`src/rtl/fcore_run_scheduler.sv`:
```
`default_nettype none
// ============================================================================
//  Module   : fcore_run_scheduler
//  Purpose  : Issues single-cycle run pulses to the fCore. The trigger is an
//             internal period timer or a rising edge on an external trigger.
//             The block tracks completion through core_done and measures the
//             run length in cycles. A trigger that arrives while a run is in
//             progress is dropped and counted as an overrun. A run that
//             reaches the timeout latches a fault.
//  Options  : FCORE_SCHED_MAX_TIME_EN adds the max_exec_time output, which
//             holds the largest exec_time seen since reset or the last
//             fault clear.
//  Revision : 1.0 - initial release
// ============================================================================
module fcore_run_scheduler #(
  parameter int COUNTER_WIDTH = 32,
  parameter int OVERRUN_WIDTH = 16
) (
  input  logic                     clock,
  input  logic                     reset,
  input  logic                     enable,
  input  logic                     trigger_mode,
  input  logic [COUNTER_WIDTH-1:0] period,
  input  logic [COUNTER_WIDTH-1:0] timeout,
  input  logic                     ext_trigger,
  input  logic                     core_done,
  input  logic                     fault_clear,
  output logic                     run,
  output logic                     busy,
  output logic                     fault,
  output logic [COUNTER_WIDTH-1:0] exec_time,
  output logic [OVERRUN_WIDTH-1:0] overrun_count,
`ifdef FCORE_SCHED_MAX_TIME_EN
  output logic [COUNTER_WIDTH-1:0] max_exec_time,
`endif
  output logic [31:0]              run_count
);

  typedef enum logic [1:0] {
    ST_IDLE    = 2'd0,
    ST_ARMED   = 2'd1,
    ST_RUNNING = 2'd2,
    ST_FAULT   = 2'd3
  } state_t;

  localparam logic [COUNTER_WIDTH-1:0] CNT_MAX = '1;
  localparam logic [OVERRUN_WIDTH-1:0] OVR_MAX = '1;

  state_t                   state_q, state_d;
  logic [COUNTER_WIDTH-1:0] timer_q, timer_d;
  logic [COUNTER_WIDTH-1:0] exec_q, exec_d;
  logic                     ext_trigger_q, ext_trigger_d;
  logic                     run_q, run_d;
  logic [COUNTER_WIDTH-1:0] exec_time_q, exec_time_d;
  logic [OVERRUN_WIDTH-1:0] overrun_q, overrun_d;
  logic [31:0]              run_count_q, run_count_d;
`ifdef FCORE_SCHED_MAX_TIME_EN
  logic [COUNTER_WIDTH-1:0] max_time_q, max_time_d;
`endif

  logic [COUNTER_WIDTH-1:0] period_last;
  logic                     timer_live;
  logic                     tick;
  logic                     ext_rise;
  logic                     trigger;
  logic [COUNTER_WIDTH-1:0] exec_inc;
  logic [OVERRUN_WIDTH-1:0] overrun_inc;
  logic                     timeout_hit;

  // Trigger sources and the saturating increments shared by the FSM.
  always_comb begin
    // The effective period is never shorter than 2 cycles.
    period_last = (period < COUNTER_WIDTH'(2)) ? COUNTER_WIDTH'(1)
                                               : period - COUNTER_WIDTH'(1);
    timer_live  = (state_q == ST_ARMED) || (state_q == ST_RUNNING);
    // The >= makes a period that shrinks mid-run wrap at once instead of
    // running through the whole counter range.
    tick        = timer_live && (timer_q >= period_last);
    ext_rise    = ext_trigger & ~ext_trigger_q;
    trigger     = trigger_mode ? ext_rise : tick;
    exec_inc    = (exec_q == CNT_MAX) ? exec_q : exec_q + COUNTER_WIDTH'(1);
    overrun_inc = (overrun_q == OVR_MAX) ? overrun_q
                                         : overrun_q + OVERRUN_WIDTH'(1);
    // exec_inc is the run length including the current cycle.
    timeout_hit = (timeout != '0) && (exec_inc == timeout);
  end

  // Next-state and register-update logic for the scheduler FSM.
  always_comb begin
    state_d       = state_q;
    timer_d       = timer_q;
    exec_d        = exec_q;
    ext_trigger_d = ext_trigger;
    run_d         = 1'b0;
    exec_time_d   = exec_time_q;
    overrun_d     = overrun_q;
    run_count_d   = run_count_q;
`ifdef FCORE_SCHED_MAX_TIME_EN
    max_time_d    = max_time_q;
`endif

    if (timer_live) begin
      timer_d = tick ? '0 : timer_q + COUNTER_WIDTH'(1);
    end

    case (state_q)
      ST_IDLE: begin
        // Holding the timer at zero makes every arming start a full period.
        timer_d = '0;
        if (enable) begin
          state_d = ST_ARMED;
        end
      end

      ST_ARMED: begin
        if (!enable) begin
          state_d = ST_IDLE;
        end else if (trigger) begin
          state_d     = ST_RUNNING;
          run_d       = 1'b1;
          run_count_d = run_count_q + 32'd1;
          exec_d      = '0;
        end
      end

      ST_RUNNING: begin
        exec_d = exec_inc;
        if (core_done) begin
          // Completion beats both the timeout and an overrun in this cycle.
          exec_time_d = exec_inc;
`ifdef FCORE_SCHED_MAX_TIME_EN
          if (exec_inc > max_time_q) begin
            max_time_d = exec_inc;
          end
`endif
          if (!enable) begin
            // The scheduler is shutting down, so a coincident trigger
            // does not start a new run.
            state_d = ST_IDLE;
          end else if (trigger) begin
            // Back-to-back run: the state stays RUNNING with a fresh count.
            run_d       = 1'b1;
            run_count_d = run_count_q + 32'd1;
            exec_d      = '0;
          end else begin
            state_d = ST_ARMED;
          end
        end else begin
          if (trigger) begin
            overrun_d = overrun_inc;
          end
          if (timeout_hit) begin
            state_d = ST_FAULT;
          end
        end
      end

      ST_FAULT: begin
        // Triggers, done strobes and enable are all ignored until cleared.
        if (fault_clear) begin
          state_d = ST_IDLE;
`ifdef FCORE_SCHED_MAX_TIME_EN
          max_time_d = '0;
`endif
        end
      end

      default: begin
        state_d = ST_IDLE;
      end
    endcase
  end

  // State and counter registers with asynchronous reset.
  always_ff @(posedge clock or posedge reset) begin
    if (reset) begin
      state_q       <= ST_IDLE;
      timer_q       <= '0;
      exec_q        <= '0;
      ext_trigger_q <= 1'b0;
      run_q         <= 1'b0;
      exec_time_q   <= '0;
      overrun_q     <= '0;
      run_count_q   <= '0;
`ifdef FCORE_SCHED_MAX_TIME_EN
      max_time_q    <= '0;
`endif
    end else begin
      state_q       <= state_d;
      timer_q       <= timer_d;
      exec_q        <= exec_d;
      ext_trigger_q <= ext_trigger_d;
      run_q         <= run_d;
      exec_time_q   <= exec_time_d;
      overrun_q     <= overrun_d;
      run_count_q   <= run_count_d;
`ifdef FCORE_SCHED_MAX_TIME_EN
      max_time_q    <= max_time_d;
`endif
    end
  end

  // Output drive. busy and fault decode the registered state directly.
  always_comb begin
    run           = run_q;
    busy          = (state_q == ST_RUNNING);
    fault         = (state_q == ST_FAULT);
    exec_time     = exec_time_q;
    overrun_count = overrun_q;
    run_count     = run_count_q;
`ifdef FCORE_SCHED_MAX_TIME_EN
    max_exec_time = max_time_q;
`endif
  end

endmodule
`default_nettype wire

```
`config.mk`:
```
export PLATFORM = sky130hd
export DESIGN_NAME = fcore_run_scheduler
export DESIGN_NICKNAME = d
export VERILOG_FILES = /design/src/rtl/fcore_run_scheduler.sv
export SDC_FILE = /design/constraint.sdc
export NUM_CORES = 1
export LEC_CHECK = 0
export ABC_AREA = 0
export CAP_MARGIN = 0
export CORE_AREA = 5 5 167 169
export CTS_CLUSTER_DIAMETER = 200
export DETAILED_ROUTE_END_ITERATION = 6
export DIE_AREA = 0 0 172 174
export GPL_TIMING_DRIVEN = 0
export PLACE_DENSITY_LB_ADDON = 0.15
export SYNTH_ARGS = -nofsm -noshare
export SYNTH_HDL_FRONTEND = slang
export SYNTH_SLANG_ARGS = --single-unit
```
`constraint.sdc`:
```
create_clock -name clock -period 6.65 [get_ports clock]
set_clock_uncertainty 0.2 [all_clocks]
set_input_delay 1.33 -clock clock [delete_from_list [all_inputs] [get_ports clock]]
set_output_delay 1.33 -clock clock [all_outputs]
set_load 0.05 [all_outputs]
```
==> impl_metrics.env, run 1 <==
export IMPL_cts_hold_buffers=0
export IMPL_cp_start_kind="primary input"
export IMPL_hpwl_mm=26.2
export IMPL_place_congestion=0.959
export IMPL_min_delay_path_class="flip-flop to flip-flop"
export IMPL_crit_path_max_fanout=6
export IMPL_ioPinCount=154
export IMPL_placement_rows=60
export IMPL_pin_count_of_the_biggest_net_entering_global_routing=88
export IMPL_clockPowerShare=0.305
export IMPL_die_area_um2=29900
export IMPL_wire_length_of_the_first_global_routing_pass_mm=54.4
export IMPL_synth_edf_count=0
export IMPL_outcome="finished, final reports clean"
export IMPL_logic_pwr_share=0.368
export IMPL_net_load_switching_power_mw=1.35
export IMPL_drt_drc_violations_left=0
export IMPL_die_h_um=174
export IMPL_timing_final_crit_share=0.959
export IMPL_grt_most_used_layer="met2"
export IMPL_critical_path_required_ns=6.82
export IMPL_first_global_vias=9672
export IMPL_cts_root_to_sink_buffers=2
export IMPL_post_drt_via_cell_ratio=5.84
export IMPL_clkSinkCount=148
export IMPL_setup_ws_ns=0.270
export IMPL_initialDrtViolationCount=891
export IMPL_timing_final_setup_violations=0
export IMPL_filler_instances=2577
export IMPL_use_met1=0.325
export IMPL_p_leak_nw=5.30
export IMPL_cts_clk_slew_worst_paths_ns=0.08
export IMPL_power_switching_fraction=0.411
export IMPL_synthTopCellsByArea="sky130_fd_sc_hd__dfrtp_1 36%, sky130_fd_sc_hd__xnor2_1 5.9%, sky130_fd_sc_hd__nand2_1 5.6%"
export IMPL_design_final_nets=1525
export IMPL_seq_power_share=0.328
export IMPL_grt_util_met3=0.0437
export IMPL_ctsHtreeMaxLevel=4
export IMPL_dp_slack_ns=-1.82
export IMPL_flow_area_growth_from_synthesis_pct=26.7
export IMPL_ys_seq_elements=148
export IMPL_grt_antenna_before_repair=0
export IMPL_syn_area_um2=10300
export IMPL_worst_setup_path_end_kind="flip-flop"
export IMPL_std_cell_core_area_um2=26400
export IMPL_routedWlPerCell_um=19.7
export IMPL_worst_ir_drop_vdd_mv=0.166
export IMPL_avgSynthCellArea_um2=8.36
export IMPL_synth_async_sr_flop_share=1.00
export IMPL_utilization=0.494
export IMPL_synth_top_cell_area_share=0.359
export IMPL_ys_seq_area_frac=0.359
export IMPL_synth_fp_nets=1347
export IMPL_via_count=10300
export IMPL_timing_hold_ws_ns=0.266
export IMPL_max_slew_margin_rel=0.209
export IMPL_buffer_ports_inserted=153
export IMPL_worst_pin_slew_ns=1.18
export IMPL_wirelength_mm=34.8
export IMPL_final_area_um2=13100
export IMPL_grtUsageMet2=0.352
export IMPL_yosysTopAreaCell="sky130_fd_sc_hd__dfrtp_1"
export IMPL_fmax_mhz=157
export IMPL_dr_pass1_iters=6
export IMPL_wp_data_arrival_ns=6.55
export IMPL_clock_latency_ns=0.44
export IMPL_total_power_mw=3.29
export IMPL_postPlaceCellArea_um2=12300
export IMPL_cts_made_buffers=17
export IMPL_fraction_of_final_layout_cells_sized_beyond_drive_strength_1=0.0667
export IMPL_fp_dieW_um=172
export IMPL_critical_path_class="primary input to flip-flop"
export IMPL_diodes=0
export IMPL_overflow=0
export IMPL_start_util=0.390
export IMPL_synthCells=1233
export IMPL_internal_power_contribution_mw=1.93
export IMPL_period_needed_ns=6.38
export IMPL_ctsRootBufferMaster="sky130_fd_sc_hd__clkbuf_16"
export IMPL_power_density_nw_per_um2=252
export IMPL_drtAntennaViolNets=0
export IMPL_hold_violations=0
export IMPL_groute_usage_overall=0.229
export IMPL_final_max_slew_violation_count=0
export IMPL_yosysWarnings=0
export IMPL_synth_lib_cells_used_distinct=72
export IMPL_tritoncts="built"
export IMPL_drv_cap=0
export IMPL_synth_main_ff_cell="sky130_fd_sc_hd__dfrtp_1"
-- per-stage QoR --
stage          std cells  setup TNS, ns
3_5_place_dp        1728        -121.22
4_1_cts             1763              0
2_1_floorplan       1233              0
5_1_grt             1765       -0.00961
6_report            1765              0
3_3_place_gp        1727        -292.77
-- worst max-delay path, stage by stage --
cell,delay (ns)
sky130_fd_sc_hd__clkdlybuf4s50_1,0.49
sky130_fd_sc_hd__nor4_4,0.43
sky130_fd_sc_hd__nand3_2,0.18
sky130_fd_sc_hd__or3_1,0.40
sky130_fd_sc_hd__or2_2,0.35
sky130_fd_sc_hd__nor3_1,0.19
sky130_fd_sc_hd__xor2_1,0.16
sky130_fd_sc_hd__nand2_1,0.07
sky130_fd_sc_hd__ha_1,0.31
sky130_fd_sc_hd__nand4_1,0.16
sky130_fd_sc_hd__or3_1,0.44
sky130_fd_sc_hd__a211oi_2,0.23
sky130_fd_sc_hd__o311ai_2,0.21
sky130_fd_sc_hd__a31oi_2,0.34
sky130_fd_sc_hd__mux2_2,0.43
sky130_fd_sc_hd__or2_2,0.42
sky130_fd_sc_hd__o21ai_2,0.23
sky130_fd_sc_hd__a32o_1,0.16
-- cell usage after synthesis (all sizes together), types with 15 or more instances --
library cell and n:
a21oi 46, a31oi 37, and3 28, clkbuf 62
dfrtp 148, ha 43, inv 31, nand2 155
nand2b 23, nand3 60, nand4 40, nor2 79
nor2b 24, nor3 30, nor4 32, o21ai 99
or3 15, xnor2 69, xor2 43
-- metal layers --
metal | vias up | routed length (µm)
met5 | - | 0
met4 | 0 | 864
met3 | 60 | 2340
met2 | 361 | 15800
met1 | 5016 | 15800
li1 | 4870 | -
-- cell usage in the layout (no fill, tap or decap), drive strengths merged, types with 32 or more instances in the layout --
cell type / n
nor4: 32
inv: 42
nand4: 40
dfrtp: 148
a21oi: 46
xor2: 43
clkdlybuf4s50: 153
clkbuf: 75
nand2: 155
o21ai: 99
xnor2: 69
nor2: 79
ha: 43
a31oi: 37
nand3: 60
-- kinds of logic after synthesis --
family,synth area share
AND/OR/NAND/NOR,0.269
buffers and inverters,0.0377
XOR/XNOR,0.0973
AO/OA/AOI/OAI,0.176
multiplexers,0.00813
flip-flops,0.359
adder cells (fa/ha/maj),0.0522
-- final timing paths --
kind / from / endpoint / slack, ns / cells past startpoint
max: period[6] / exec_q[1] / 0.27 / 18
min: run_count[31] / run_count[31] / 0.27 / 1
max reg2reg: exec_q[19] / state_q[1] / 1.40 / 11
min reg2reg: run_count[31] / run_count[31] / 0.27 / 1
max in group asynchronous: reset / exec_time[7] / 4.18 / 3
min in group asynchronous: reset / run_count[5] / 1.25 / 2
-- flip-flops by register name, summed over array words and instances, names as in the netlist --
name and cells:
run_count 32, ext_trigger_q 1, exec_q 32, run 1, overrun_count 16, exec_time 32, state_q 2, timer_q 32
-- power by group through the flow --
stage | clock, mW | combinational, mW | sequential [mW]
2_1_floorplan | 0 | 0.594 | 1.24
3_3_place_gp | 0 | 1.16 | 1.09
3_5_place_dp | 0 | 1.18 | 1.09
4_1_cts | 1.02 | 1.19 | 1.08
5_1_grt | 1.06 | 1.31 | 1.09
6_report | 1.00 | 1.21 | 1.08
-- cell type report --
| cell class | count | area [µm²] | area share |
|---|---|---|---|
| flip-flops and latches | 148 | 3700 | 0.283 |
| clock inverters | 14 | 159 | 0.0122 |
| repair buffers | 160 | 1600 | 0.123 |
| multi-input cells | 984 | 6320 | 0.484 |
| clock buffers | 18 | 429 | 0.0329 |
| plain buffers | 69 | 300 | 0.0230 |
| well taps | 341 | 427 | 0.0327 |
| inverters | 31 | 121 | 0.00929 |
-- what timing repair did --
action | 4_1_cts | 5_1_grt
setup buffers | 4 | 2
resized for setup | 26 | 21
setup endpoints to repair | 93 | 88
endpoints found under the hold margin | 0 | 0
pin swaps | 2 | 4
No activity file was read; power rests on OpenSTA's default activity.
==> run 2, diff against run 1 <==
- CORE_AREA: 5 5 167 169 -> 5 5 142 144
- DIE_AREA: 0 0 172 174 -> 0 0 147 149
==> run 2 against run 1 <==
Global-route usage increased by 7.9 points. Register-to-register slack improved by 0.13 ns. Final area decreased by 0.80%. Cell count fell by 5.9%. Wire length is 2.7% lower.
==> impl_metrics.env, run 2 (synthesis gave the netlist of run 1 again) <==
export IMPL_outcome="finished, final reports clean"
export IMPL_drv_cap=0
export IMPL_hpwl_mm=25.1
export IMPL_worst_r2r_endpoint="state_q[1]"
export IMPL_wirelength_mm=33.9
export IMPL_multi_input_area_um2=6340
export IMPL_critical_path_class="primary input to flip-flop"
export IMPL_first_global_vias=10200
export IMPL_cp_start_kind="primary input"
export IMPL_die_area_um2=21900
export IMPL_critical_path_required_ns=6.83
export IMPL_routedWlPerCell_um=20.4
export IMPL_hold_violations=0
export IMPL_net_load_switching_power_mw=1.35
export IMPL_die_h_um=149
export IMPL_diodes=0
export IMPL_mostFrequentLayoutCells="155 x sky130_fd_sc_hd__nand2_1, 153 x sky130_fd_sc_hd__clkdlybuf4s50_1, 148 x sky130_fd_sc_hd__dfrtp_1"
export IMPL_period_needed_ns=6.52
export IMPL_max_slew_margin_rel=0.243
export IMPL_cts_made_buffers=17
export IMPL_fraction_of_final_layout_cells_sized_beyond_drive_strength_1=0.0722
export IMPL_worst_ir_drop_vdd_mv=0.203
export IMPL_worst_setup_path_end_kind="flip-flop"
export IMPL_buffer_ports_inserted=153
export IMPL_timing_final_crit_share=0.980
export IMPL_rr_startpoint="exec_q[14]"
export IMPL_drtAntennaViolNets=0
export IMPL_tritoncts="built"
export IMPL_ioPinCount=154
export IMPL_std_cell_core_area_um2=18600
export IMPL_cts_root_to_sink_buffers=2
export IMPL_ctsRootBufferMaster="sky130_fd_sc_hd__clkbuf_16"
export IMPL_filler_instances=1540
export IMPL_via_count=10500
export IMPL_start_util=0.555
export IMPL_worst_pin_slew_ns=1.13
export IMPL_unrepaired_setup_endpoints_after_global_routing="yes"
export IMPL_worst_r2r_cell_count=11
export IMPL_placement_rows=50
export IMPL_cts_hold_buffers=0
export IMPL_register_area_um2=3700
export IMPL_wire_length_of_the_first_global_routing_pass_mm=54.2
export IMPL_post_drt_via_cell_ratio=6.30
export IMPL_seq_power_share=0.332
export IMPL_cp_slowest_cell="sky130_fd_sc_hd__or4_4"
export IMPL_grt_antenna_before_repair=0
export IMPL_cts_clk_slew_worst_paths_ns=0.07
export IMPL_logic_pwr_share=0.378
export IMPL_most_common_library_cell_in_the_layout_ignoring_fill_and_taps="sky130_fd_sc_hd__nand2_1"
export IMPL_clkSinkCount=148
export IMPL_critical_path_cell_chain="clkdlybuf4s50_1, or4_4, or3_1, or2_2, nor3_2, xor2_1, nand2_1, ha_1, nand4_1, or3_1, a211oi_2, o311ai_2, a31oi_2, mux2_2, or2_2, o21ai_2, a32o_1"
export IMPL_place_congestion=0.998
export IMPL_clockPowerShare=0.289
export IMPL_power_density_nw_per_um2=251
export IMPL_setup_ws_ns=0.130
export IMPL_hold_end="exec_time[12]"
export IMPL_hold_depth=2
export IMPL_dp_slack_ns=-2.04
export IMPL_r2r_slack_ns=1.53
export IMPL_drt_drc_violations_left=0
export IMPL_crit_path_max_fanout=6
export IMPL_wp_data_arrival_ns=6.70
export IMPL_groute_usage_overall=0.308
export IMPL_final_max_slew_violation_count=0
export IMPL_fp_dieW_um=147
export IMPL_clock_latency_ns=0.44
export IMPL_p_leak_nw=5.32
export IMPL_pin_count_of_the_biggest_net_entering_global_routing=80
export IMPL_worstSetupStartpoint="period[14]"
export IMPL_critical_path_max_stage_delay_ns=0.58
export IMPL_dr_pass1_iters=6
export IMPL_overflow=0
export IMPL_finalSetupTns_ns=0
export IMPL_initialDrtViolationCount=851
export IMPL_power_switching_fraction=0.416
export IMPL_hold_start="exec_time[12]"
export IMPL_fmax_mhz=153
export IMPL_internal_power_contribution_mw=1.90
export IMPL_min_delay_path_class="flip-flop to flip-flop"
export IMPL_ctsHtreeMaxLevel=4
export IMPL_design_final_nets=1529
export IMPL_timing_final_setup_violations=0
export IMPL_flow_area_growth_from_synthesis_pct=25.7
==> run 2: cell types whose count changed in the layout (fill, tap and decap cells not counted), sizes merged <==
cell      previous run  this run
clkinv               2         1
bufinv               1         0
buf                 19        24
clkinvlp             0         2
clkbuf              75        73
==> run 2: worst max-delay path: cells and delay by family <==
| family | cells | cell delay (ns) |
|---|---|---|
| and+or+nand+nor | 8 | 2.73 |
| AOI/OAI and AO/OA | 5 | 1.23 |
| xor gates and xnor gates | 1 | 0.17 |
| buffers and inverters | 1 | 0.47 |
| muxes | 1 | 0.43 |
| adders and majority gates | 1 | 0.33 |
==> run 2: power groups by stage <==
| stage | logic, mW | clock network [mW] | registers [mW] |
|---|---|---|---|
| 2_1_floorplan | 0.594 | 0 | 1.24 |
| 3_3_place_gp | 1.16 | 0 | 1.09 |
| 3_5_place_dp | 1.18 | 0 | 1.10 |
| 4_1_cts | 1.20 | 0.950 | 1.08 |
| 5_1_grt | 1.32 | 0.988 | 1.09 |
| 6_report | 1.23 | 0.940 | 1.08 |
==> run 2: layout make-up <==
class,count,area share
Multi-Input combinational cell,984,0.489
Sequential cell,148,0.286
Timing Repair Buffer,164,0.126
Clock buffer,17,0.0328
Buffer,69,0.0242
Tap cell,234,0.0226
Clock inverter,14,0.0100
Inverter,31,0.00936
==> run 2: repair_timing <==
item / in CTS / in global routing
pin swaps: 2 / 9
setup buffers: 4 / 6
gates resized for setup: 26 / 35
cloned: 0 / 0
setup endpoints to repair: 110 / 87
endpoints found under the hold margin: 0 / 0
==> run 2: stage by stage <==
| step | cells | total power, mW | util | hold WS, ns | area (µm²) |
|---|---|---|---|---|---|
| floorplan | 1233 | 1.84 | - | 0.273 | 10300 |
| global placement | 1620 | 2.25 | 0.653 | 0.260 | 12100 |
| detailed placement | 1621 | 2.28 | 0.655 | 0.269 | 12200 |
| CTS | 1655 | 3.23 | 0.691 | 0.284 | 12800 |
| global route | 1661 | 3.40 | 0.698 | 0.305 | 13000 |
| finish | 1661 | 3.25 | 0.698 | 0.275 | 13000 |
==> run 2: worst max path at each step <==
stage | slack [ns] | endpoint | depth (start not counted)
after global routing | -0.09 | exec_q[9] | 19
after global placement | -1.99 | exec_q[11] | 19
final | 0.13 | exec_q[1] | 17
after CTS | 0.02 | exec_q[11] | 18
after floorplan | 0.34 | exec_q[11] | 18
after detailed placement | -2.04 | exec_q[11] | 19
==> run 2: routing by layer <==
layer	vias to the layer above	share of wire	track usage
met2	479	0.47	0.512
met1	5010	0.42	0.392
met5	-	0	0
met4	0	0.040	0.123
met3	106	0.075	0.0708
li1	4864	-	-
==> run 3, diff against run 2 <==
- HOLD_SLACK_MARGIN: default -> 0.08
==> results of run 3 <==
The final DEF is identical to that of run 2; final timing and power are the same.
